**src/rtl/usb_audio_feature_ctrl.sv**
```systemverilog
// USB Audio Class 1.0 Feature Unit handler: Mute/Volume SET_CUR and GET_CUR/MIN/MAX/RES
// on a master channel plus NUM_CHANNELS logical channels, running the EP0 data/status stages.
module usb_audio_feature_ctrl #(
  parameter int unsigned        NUM_CHANNELS = 2,
  parameter logic [7:0]         UNIT_ID      = 8'h02,
  parameter logic [7:0]         INTERFACE    = 8'h00,
  parameter logic signed [15:0] VOL_MIN      = 16'hC400,
  parameter logic signed [15:0] VOL_MAX      = 16'h0000,
  parameter logic [15:0]        VOL_RES      = 16'h0100,
  parameter logic [15:0]        VOL_DEFAULT  = 16'hF400
) (
  input  logic                             Clk,
  input  logic                             Reset,
  input  logic                             Setup_Valid,
  input  logic [7:0]                       Setup_Request,
  input  logic [15:0]                      Setup_Value,
  input  logic [15:0]                      Setup_Index,
  input  logic [15:0]                      Setup_Length,
  input  logic                             Setup_Dir,
  output logic                             Busy,
  output logic                             Stall,
  input  logic                             OUT_Valid,
  input  logic                             OUT_EoP,
  input  logic [7:0]                       OUT_Data,
  output logic [7:0]                       IN_Data,
  output logic                             IN_Ready,
  output logic                             IN_ZeroLength,
  input  logic                             IN_WaitRequest,
  input  logic                             IN_Ack,
  output logic                             IN_Sequence,
  input  logic                             Error,
  output logic [NUM_CHANNELS:0]            Mute,
  output logic [16*(NUM_CHANNELS+1)-1:0]   Volume,
  output logic [NUM_CHANNELS:0]            Changed
);

  localparam int unsigned NumCh = NUM_CHANNELS + 1;
  localparam int unsigned ChW   = $clog2(NumCh);
  localparam logic [7:0]  MaxCn = 8'(NUM_CHANNELS);

  typedef enum logic [2:0] {
    StIdle, StDecode, StSendData, StWaitAck, StOutStatus, StGetData, StInStatus
  } state_e;

  state_e                     state_q, state_d;
  logic                       stall_q, stall_d;
  logic                       seq_q, seq_d;
  logic [7:0]                 req_q, req_d;
  logic [7:0]                 cs_q, cs_d;
  logic [7:0]                 cn_q, cn_d;
  logic [15:0]                idx_q, idx_d;
  logic [15:0]                len_q, len_d;
  logic                       dir_q, dir_d;
  logic [15:0]                tx_q, tx_d;
  logic                       last_q, last_d;
  logic                       pos_q, pos_d;
  logic [15:0]                rx_q, rx_d;
  logic [1:0]                 cnt_q, cnt_d;
  logic [NumCh-1:0]           mute_q, mute_d;
  logic [NumCh-1:0][15:0]     vol_q, vol_d;
  logic [NumCh-1:0]           changed_q, changed_d;

  logic [ChW-1:0]     cn_sel;
  logic               is_mute, is_vol, addr_ok, is_get, get_ok, set_ok;
  logic [1:0]         size;
  logic [15:0]        cur_val;
  logic signed [15:0] rx_s;
  logic [15:0]        vol_clamped;

  always_comb begin
    cn_sel  = cn_q[ChW-1:0];
    is_mute = (cs_q == 8'h01);
    is_vol  = (cs_q == 8'h02);
    size    = is_vol ? 2'd2 : 2'd1;
    addr_ok = (idx_q[15:8] == UNIT_ID) && (idx_q[7:0] == INTERFACE) && (cn_q <= MaxCn) &&
              (is_mute || is_vol);
    is_get  = (req_q == 8'h81) || (req_q == 8'h82) || (req_q == 8'h83) || (req_q == 8'h84);
    // Mute only has a CUR attribute.
    get_ok  = is_get && dir_q && (len_q != 16'd0) && (is_vol || req_q == 8'h81);
    set_ok  = (req_q == 8'h01) && !dir_q && (len_q == {14'd0, size});
    cur_val = is_mute ? {15'd0, mute_q[cn_sel]} : vol_q[cn_sel];
    rx_s    = rx_q;
    if (rx_s < VOL_MIN)      vol_clamped = VOL_MIN;
    else if (rx_s > VOL_MAX) vol_clamped = VOL_MAX;
    else                     vol_clamped = rx_q;
  end

  always_comb begin
    state_d   = state_q;
    stall_d   = stall_q;
    seq_d     = seq_q;
    req_d     = req_q;
    cs_d      = cs_q;
    cn_d      = cn_q;
    idx_d     = idx_q;
    len_d     = len_q;
    dir_d     = dir_q;
    tx_d      = tx_q;
    last_d    = last_q;
    pos_d     = pos_q;
    rx_d      = rx_q;
    cnt_d     = cnt_q;
    mute_d    = mute_q;
    vol_d     = vol_q;
    changed_d = '0;

    case (state_q)
      StIdle: ;
      StDecode: begin
        if (addr_ok && get_ok) begin
          case (req_q)
            8'h82:   tx_d = VOL_MIN;
            8'h83:   tx_d = VOL_MAX;
            8'h84:   tx_d = VOL_RES;
            default: tx_d = cur_val;
          endcase
          last_d  = is_vol && (len_q != 16'd1);
          pos_d   = 1'b0;
          state_d = StSendData;
        end else if (addr_ok && set_ok) begin
          cnt_d   = 2'd0;
          rx_d    = 16'd0;
          state_d = StGetData;
        end else begin
          stall_d = 1'b1;
          state_d = StIdle;
        end
      end
      StSendData: begin
        if (!IN_WaitRequest) begin
          if (pos_q == last_q) begin
            pos_d   = 1'b0;
            state_d = StWaitAck;
          end else begin
            pos_d = 1'b1;
          end
        end
      end
      StWaitAck: begin
        if (Error) begin
          pos_d   = 1'b0;
          state_d = StSendData;
        end else if (IN_Ack) begin
          seq_d   = ~seq_q;
          state_d = StOutStatus;
        end
      end
      StOutStatus: begin
        if (OUT_Valid && OUT_EoP) state_d = StIdle;
      end
      StGetData: begin
        if (OUT_Valid && OUT_EoP) begin
          if (cnt_q == size) begin
            if (is_mute) mute_d[cn_sel] = rx_q[0];
            else         vol_d[cn_sel]  = vol_clamped;
            changed_d[cn_sel] = 1'b1;
            seq_d   = 1'b1;
            state_d = StInStatus;
          end else begin
            stall_d = 1'b1;
            state_d = StIdle;
          end
        end else if (OUT_Valid) begin
          if (cnt_q == 2'd0)      rx_d[7:0]  = OUT_Data;
          else if (cnt_q == 2'd1) rx_d[15:8] = OUT_Data;
          if (cnt_q != 2'd2) cnt_d = cnt_q + 2'd1;
        end
      end
      StInStatus: begin
        if (IN_Ack) state_d = StIdle;
      end
      default: state_d = StIdle;
    endcase

    // A new setup overrides everything, including a commit landing this cycle.
    if (Setup_Valid) begin
      state_d   = StDecode;
      stall_d   = 1'b0;
      seq_d     = 1'b1;
      req_d     = Setup_Request;
      cs_d      = Setup_Value[15:8];
      cn_d      = Setup_Value[7:0];
      idx_d     = Setup_Index;
      len_d     = Setup_Length;
      dir_d     = Setup_Dir;
      mute_d    = mute_q;
      vol_d     = vol_q;
      changed_d = '0;
    end
  end

  always_ff @(posedge Clk or posedge Reset) begin
    if (Reset) begin
      state_q   <= StIdle;
      stall_q   <= 1'b0;
      seq_q     <= 1'b0;
      req_q     <= 8'd0;
      cs_q      <= 8'd0;
      cn_q      <= 8'd0;
      idx_q     <= 16'd0;
      len_q     <= 16'd0;
      dir_q     <= 1'b0;
      tx_q      <= 16'd0;
      last_q    <= 1'b0;
      pos_q     <= 1'b0;
      rx_q      <= 16'd0;
      cnt_q     <= 2'd0;
      mute_q    <= '0;
      vol_q     <= {NumCh{VOL_DEFAULT}};
      changed_q <= '0;
    end else begin
      state_q   <= state_d;
      stall_q   <= stall_d;
      seq_q     <= seq_d;
      req_q     <= req_d;
      cs_q      <= cs_d;
      cn_q      <= cn_d;
      idx_q     <= idx_d;
      len_q     <= len_d;
      dir_q     <= dir_d;
      tx_q      <= tx_d;
      last_q    <= last_d;
      pos_q     <= pos_d;
      rx_q      <= rx_d;
      cnt_q     <= cnt_d;
      mute_q    <= mute_d;
      vol_q     <= vol_d;
      changed_q <= changed_d;
    end
  end

  assign Busy          = (state_q != StIdle);
  assign Stall         = stall_q;
  assign IN_Ready      = (state_q == StSendData) || (state_q == StInStatus);
  assign IN_ZeroLength = (state_q == StInStatus);
  assign IN_Data       = (state_q == StSendData) ? (pos_q ? tx_q[15:8] : tx_q[7:0]) : 8'h00;
  assign IN_Sequence   = seq_q;
  assign Mute          = mute_q;
  assign Volume        = vol_q;
  assign Changed       = changed_q;

endmodule

```
**config.mk**
```make
export PLATFORM = sky130hd
export DESIGN_NAME = usb_audio_feature_ctrl
export DESIGN_NICKNAME = d
export VERILOG_FILES = /design/src/rtl/usb_audio_feature_ctrl.sv
export SDC_FILE = /design/constraint.sdc
export NUM_CORES = 1
export LEC_CHECK = 0
export CAP_MARGIN = 20
export CORE_MARGIN = 2
export CORE_UTILIZATION = 25
export DETAILED_ROUTE_END_ITERATION = 8
export DONT_BUFFER_PORTS = 1
export SYNTH_ARGS = -nofsm -noshare
export SYNTH_HDL_FRONTEND = slang
export SYNTH_SLANG_ARGS = --single-unit
```
**constraint.sdc**
```tcl
create_clock -name Clk -period 16 [get_ports Clk]
set_clock_uncertainty 0.1 [all_clocks]
set_input_delay 3.2 -clock Clk [delete_from_list [all_inputs] [get_ports Clk]]
set_output_delay 3.2 -clock Clk [all_outputs]
set_load 0.005 [all_outputs]
```
==> results of run 1 <==
-- area by class of cell --
| type | instances | area [sq um] | share of cell area, % |
|---|---|---|---|
| flip-flops and latches | 152 | 3820 | 47.9 |
| multi-input cells | 440 | 2940 | 36.9 |
| well taps | 378 | 473 | 5.93 |
| clock buffers | 21 | 450 | 5.64 |
| clock inverters | 11 | 149 | 1.87 |
| repair buffers | 7 | 80.1 | 1.00 |
| inverters | 14 | 57.6 | 0.721 |
| diodes | 2 | 5.00 | 0.0627 |
-- registers in the layout (all words and copies together) (netlist names) --
signal and flops:
cn_q 8, last_q 1, dir_q 1, Changed 3, Volume 48, pos_q 1
state_q 3, Stall 1, tx_q 16, req_q 8, Mute 3, len_q 16
rx_q 16, idx_q 16, cs_q 8, IN_Sequence 1, cnt_q 2
-- path summary, 6_finish.rpt --
kind / start / to / slack [ns]
min in group asynchronous: Reset / cn_q[3]$_DFFE_PP0P_ / 2.62
worst max-delay path: state_q[2]$_DFFE_PP0P_ / IN_Data[2] / 10.64
max in group asynchronous: Reset / Volume[28]$_DFFE_PP1P_ / 12.11
worst max register to register: state_q[0]$_DFFE_PP0P_ / tx_q[10]$_DFFE_PP0P_ / 12.81
worst min register to register: tx_q[4]$_DFFE_PP0P_ / tx_q[4]$_DFFE_PP0P_ / 0.38
worst min-delay path: tx_q[4]$_DFFE_PP0P_ / tx_q[4]$_DFFE_PP0P_ / 0.38
-- power by group --
group          leakage [uW]  internal (uW)  switching (uW)
Combinational       0.00103           21.7            24.5
Clock              0.000283            249             157
Sequential          0.00193            400            12.4
-- layer usage --
metal / track usage (%) / up-vias / wire [um]
met1: 15.5 / 2286 / 7880
li1: - / 2250 / -
met2: 20.2 / 112 / 8370
met5: 0 / - / 53
met4: 4.24 / 10 / 354
met3: 7.19 / 31 / 2010
-- critical path, stage by stage, from the launching register on --
cell and delay, ns:
dfrtp_1 0.64, or3_1 0.72, nor2_1 0.26
-- cells in the mapped netlist (4+ instances only) --
library cell and n:
nor2_1 24, o21ai_0 74, nor2b_1 4, and3_1 11
clkbuf_1 32, o211ai_1 4, mux2i_1 29, nand2b_1 8
a211oi_1 4, nand3_1 6, dfstp_2 15, nor4_1 12
a21oi_1 10, nand2_1 109, dfrtp_1 137, mux2_2 82
inv_1 14, o21ai_1 4, or3_1 4, nand4_1 4
nor3_1 13
-- stage by stage --
step	util, %	cell area, sq um	setup WS, ns
2_1_floorplan	-	6950	8.63
3_3_place_gp	26.6	7330	11.01
3_5_place_dp	26.6	7330	10.93
4_1_cts	28.8	7930	10.63
5_1_grt	28.9	7980	10.50
6_report	29.0	7980	10.64
-- cells by family (layout without fill, tap and decap cells) --
| logic type | count (synthesis) | after routing |
|---|---|---|
| AOI/OAI and AO/OA | 115 | 115 |
| and+or+nand+nor | 209 | 209 |
| adders and majority gates | 3 | 3 |
| DFF | 152 | 152 |
| xor gates and xnor gates | 2 | 2 |
| other | 0 | 2 |
| muxes | 111 | 111 |
| buffers and inverters | 50 | 53 |
-- layout by cell type (no fill, tap or decap), types with 2 or more instances in the layout --
cell type | Yosys | layout
nor2_1 | 24 | 24
inv_1 | 14 | 13
xor2_1 | 2 | 2
nor4_1 | 12 | 12
nand2_1 | 109 | 109
nand3_2 | 2 | 2
a211oi_1 | 4 | 4
nand3_1 | 6 | 6
or3_1 | 4 | 4
ha_1 | 3 | 3
a31oi_1 | 3 | 3
nand4_1 | 4 | 4
nor3_1 | 13 | 13
a21o_1 | 2 | 2
a31o_2 | 2 | 2
dfstp_2 | 15 | 15
nor2b_1 | 4 | 4
buf_4 | 0 | 5
bufinv_16 | 0 | 3
diode_2 | 0 | 2
nand2b_1 | 8 | 8
o21ai_0 | 74 | 74
mux2i_1 | 29 | 29
o211ai_1 | 4 | 4
mux2_2 | 82 | 82
o21ai_1 | 4 | 4
a21oi_1 | 10 | 10
nand4b_1 | 2 | 2
o31ai_1 | 2 | 2
clkinv_4 | 0 | 3
clkbuf_16 | 0 | 17
clkinvlp_4 | 0 | 3
clkbuf_1 | 32 | 3
or4_1 | 2 | 2
and3_1 | 11 | 11
clkinv_2 | 0 | 2
dfrtp_1 | 137 | 137
==> qor.csv, run 1 <==
stage;metric;value;unit
yosys;synth_fp_nets;718;
worst_hold_path;hp-class;reg -> reg;
pwr;p_per_area;108;mW/mm^2
timing;holdWs;0.379;ns
yosys;synth_ff_type;dfrtp_1;
yosys;async_reset_ff_share;100;%
die;io_pins;140;
timing;hold_violations;0;
yosys;yosys.area_share.xor_xnor;0.252;%
clock_network;clk_pin_slew;0.06;ns
timing;final-setup-viol-count;0;
yosys;synth_fa_ha_area_share;0.540;%
pwr;power.leakage;0.00324;uW
timing;tns;0;ns
global_routing;grt_pass1_vias;4690;
yosys;yosys.area.top_type;dfrtp_1;
timing;max_freq;187;MHz
yosys;yosysTopAreaCellShare;49.3;%
route;wl;18700;um
placement;gp_congestion;0.782;
yosys;synth_cells;642;
worst_setup_path;cp-end-kind;output pin;
yosys;synth_simple_gate_area_share;14.3;%
clock_network;cts_sinks;152;
die;die_area;0.0292;sq mm
pwr;ir_drop;0.0797;mV
pwr;finalPower;865;uW
worst_setup_path;worst_ep_required_time;12.70;ns
die;die_w;171;um
clock_network;cts-root-buf;clkbuf_16;
yosys;ys_seq_elements;152;
placement;dp.cells;989;
worst_setup_path;critPathMaxFanout;25;
worst_hold_path;hold_depth;2;
timing;slew_headroom;36.7;%
clock_network;h-tree-depth;4;
yosys;synth_top_family_by_area;multiplexers;
yosys;synth-edff-count;0;
yosys;yosysUniqueCellTypes;49;
global_routing;grt_use_total;13.1;%
die;die-height;171;um
global_routing;globalRoute.totalOverflow;0;
timing;slew_violations;0;
outcome;status;completed;
yosys;synth_compound_area_share;9.72;%
timing;layout_worst_path_cycle_share;33.5;%
route;via_count;4689;
placement;place_hpwl;14000;um
route;ant_nets;0;
clock_network;cts_buffers;17;
yosys;netlist_top_cells_area;dfrtp_1 (49%), mux2_2 (13%), nand2_1 (5.9%);
placement;io_buffers;0;
clock_network;clkLatencyLatePin;0.42;ns
global_routing;grt_pass1_wl;28600;um
route;post_drt_wl_per_cell;18.2;um
global_routing;antenna_found_initial;7;
yosys;muxShareOfSynthArea;17.5;%
route;vias_per_cell;4.57;
route;drc;0;
timing;worst_pin_slew;0.947;ns
cells_and_area;stdcell_count;1025;
route;drtPass1Iterations;4;
clock_network;cts_buffer_depth;2;
yosys;yosysSeqAreaShare;55.0;%
clock_network;cts_resized;0;
yosys;synth_area_per_cell;10.8;sq um
run;maxCapViolCount;0;
die;core_area;0.0276;sq mm
cells_and_area;fillers;2882;
yosys;ys.warnings.count;0;
worst_setup_path;cp-start-kind;flip-flop;
die;start_util;25.2;%
cells_and_area;drive_above_1_share;22.5;%
yosys;synth_area;0.00695;sq mm
worst_setup_path;critPathKind;reg -> out;
clock_network;cts_hold_buf;0;
clock_network;cts_tree;built;
route;drt_iter0_markers;336;
cells_and_area;synthToLayoutAreaGrowth;14.8;%
worst_setup_path;critPathArrivalTime;2.06;ns
worst_setup_path;rr_worst_depth;6;
cells_and_area;nets;708;
timing;fin_crit;5.36;ns
clock_network;cts_setup_buffers;0;
timing;rsz0062_at_grt;false;
global_routing;grt_max_degree;85;
die;row_count;61;
(Power assumes the default switching activity.)
==> run 2: changes to the inputs <==
==> constraint.sdc (replaced) <==
create_clock -name Clk -period 4.4 [get_ports Clk]
set_clock_uncertainty 0.1 [all_clocks]
set_input_delay 0.88 -clock Clk [delete_from_list [all_inputs] [get_ports Clk]]
set_output_delay 0.88 -clock Clk [all_outputs]
set_load 0.005 [all_outputs]
==> run 2 against run 1 <==
Die area is the same. Non-clock buffer count unchanged. First-iteration DRC count decreased by 10%. Via count is 0.30% higher. Sequential power grew to 3.6 times the previous value. Utilization decreased by 0.073 points. Worst hold slack better by 0.0017 ns. Final area down 0.25%. Combinational power rose to 3.6 times the previous value. Clock power rose to 3.6 times the previous value. Critical path depth stayed put. Setup slack got worse by 9.3 ns. Largest power group unchanged.
==> qor.csv, run 2 (synthesis gave the netlist of run 1 again) <==
stage;metric;value;unit;change
clock_network;cts_resized;0;;unchanged
placement;dp_slack;1.55;ns;-9.39 ns
clock_network;cts-root-buf;clkbuf_16;;
timing;slew_violations;0;;unchanged
clock_network;clkLatencyLatePin;0.43;ns;about the same
worst_setup_path;reg2reg_slack;1.48;ns;-11.33 ns
placement;gp_congestion;0.788;;+0.75%
global_routing;grt_max_degree;153;;+80%
pwr;p_per_area;396;mW/mm^2;+260%
worst_setup_path;path_buf_inv;0;;unchanged
die;die-height;171;um;unchanged
pwr;ir_drop;0.264;mV;+230%
route;via_count;4703;;+0.30%
die;row_count;61;;unchanged
worst_hold_path;min_to;tx_q[0]$_DFFE_PP0P_;;
placement;io_buffers;0;;unchanged
run;maxCapViolCount;0;;unchanged
global_routing;grt_pass1_vias;4737;;+1.0%
worst_setup_path;worstReg2RegStart;state_q[0]$_DFFE_PP0P_;;
timing;tns;0;ns;unchanged
global_routing;globalRoute.totalOverflow;0;;unchanged
global_routing;antenna_found_initial;7;;unchanged
worst_setup_path;crit_chain;or3_1, nor2_1;;
worst_setup_path;crit_slowest_cell;or3_1;;
route;drc;0;;unchanged
worst_setup_path;critPathMaxFanout;25;;unchanged
timing;worst_pin_slew;0.845;ns;-0.102 ns
worst_setup_path;crit_family;simple AND/OR/NAND/NOR gates;;
timing;holdWs;0.381;ns;+0.00175 ns
worst_setup_path;rr_endpoint;Mute[0]$_DFFE_PP0P_;;
timing;hold_violations;0;;unchanged
worst_setup_path;worst_ep_required_time;3.42;ns;-9.28 ns
route;drt_iter0_markers;301;;-10%
route;wl;18900;um;+1.4%
worst_setup_path;cp-end-kind;output pin;;
timing;rsz0062_at_grt;false;;
route;post_drt_wl_per_cell;18.5;um;+1.5%
route;ant_nets;0;;unchanged
worst_hold_path;hp-class;reg -> reg;;
die;die_area;0.0292;sq mm;unchanged
worst_setup_path;critPathArrivalTime;2.09;ns;+0.03 ns
die;io_pins;140;;unchanged
pwr;power.leakage;0.00324;uW;about the same
cells_and_area;synthToLayoutAreaGrowth;14.5;%;
worst_setup_path;cp-start-kind;flip-flop;;
global_routing;grt_pass1_wl;28700;um;+0.29%
cells_and_area;nets;708;;unchanged
timing;fin_crit;3.07;ns;
clock_network;h-tree-depth;4;;unchanged
route;vias_per_cell;4.59;;+0.40%
timing;setup_ws;1.33;ns;-9.32 ns
pwr;finalPower;3150;uW;+260%
timing;layout_worst_path_cycle_share;69.9;%;
route;drtPass1Iterations;4;;unchanged
die;core_area;0.0276;sq mm;unchanged
clock_network;cts_sinks;152;;unchanged
worst_setup_path;critPathKind;reg -> out;;
die;die_w;171;um;unchanged
worst_hold_path;min_from;tx_q[0]$_DFFE_PP0P_;;
global_routing;grt_use_total;13.2;%;+0.10 points
cells_and_area;utilization;28.9;%;-0.073 points
worst_setup_path;cpPeakStageDelay;0.71;ns;about the same
clock_network;cts_hold_buf;0;;unchanged
placement;place_hpwl;13700;um;-2.1%
timing;max_freq;325;MHz;
timing;final-setup-viol-count;0;;unchanged
cells_and_area;largest_reg_flops;48;;unchanged
cells_and_area;drive_above_1_share;22.8;%;+0.31 points
worst_hold_path;hold_depth;2;;unchanged
clock_network;cts_buffer_depth;2;;unchanged
worst_setup_path;rr_worst_depth;6;;unchanged
clock_network;clk_pin_slew;0.06;ns;about the same
cells_and_area;layout_common_cells;dfrtp_1 (137), nand2_1 (109), mux2_2 (82), o21ai_0 (74), mux2i_1 (29);;
clock_network;cts_buffers;17;;unchanged
clock_network;cts_tree;built;;
die;start_util;25.2;%;unchanged
clock_network;cts_setup_buffers;0;;unchanged
timing;slew_headroom;43.7;%;+7.0 points
cells_and_area;layout_commonest_cell;dfrtp_1;;
outcome;status;completed;;
==> run 2: how the worst max path moves through the flow <==
| stage | start | endpoint | slack (ns) | depth (start not counted) |
|---|---|---|---|---|
| 6_report | state_q[2]$_DFFE_PP0P_ | IN_Data[1] | 1.33 | 2 |
| 3_3_place_gp | state_q[0]$_DFFE_PP0P_ | Mute[0]$_DFFE_PP0P_ | 1.70 | 6 |
| 3_5_place_dp | state_q[0]$_DFFE_PP0P_ | Mute[0]$_DFFE_PP0P_ | 1.55 | 6 |
| 5_1_grt | state_q[2]$_DFFE_PP0P_ | IN_Data[1] | 1.19 | 2 |
| 2_1_floorplan | Reset | Changed[0]$_DFF_PP0_ | 1.52 | 1 |
| 4_1_cts | state_q[2]$_DFFE_PP0P_ | IN_Data[4] | 1.28 | 2 |
==> run 2: power by group <==
group	internal (uW)	switching [uW]	total (uW)	leakage (uW)
Combinational	77.2	89.9	167	0.00102
Sequential	1450	44.7	1500	0.00193
Clock	876	607	1480	0.000293
==> run 2: cell type report <==
class / instances / area, sq um
Tap cell: 378 / 473
Clock inverter: 12 / 141
Fill cell: 2839 / 19600
Timing Repair Buffer: 7 / 65.1
Multi-Input combinational cell: 440 / 2940
Inverter: 14 / 56.3
Antenna cell: 1 / 2.50
Sequential cell: 152 / 3820
Clock buffer: 20 / 457
==> run 2: worst register-to-register path, delay by kind of cell (launching register included) <==
| family | cells | cell delay (ns) |
|---|---|---|
| AO/OA/AOI/OAI | 1 | 0.37 |
| AND/OR/NAND/NOR | 4 | 1.43 |
| flip-flops | 1 | 0.54 |
| multiplexers | 1 | 0.37 |
==> run 2: per-layer routing <==
metal	GRT usage, %	wire, um
met3	6.62	1750
met2	19.9	8500
met1	16.5	8300
met4	4.09	321
met5	0	64
==> run 2: through the flow <==
step / area [sq um] / cells
2_1_floorplan: 6950 / 642
3_3_place_gp: 7360 / 991
3_5_place_dp: 7360 / 991
4_1_cts: 7960 / 1023
5_1_grt: 7960 / 1023
6_report: 7960 / 1024
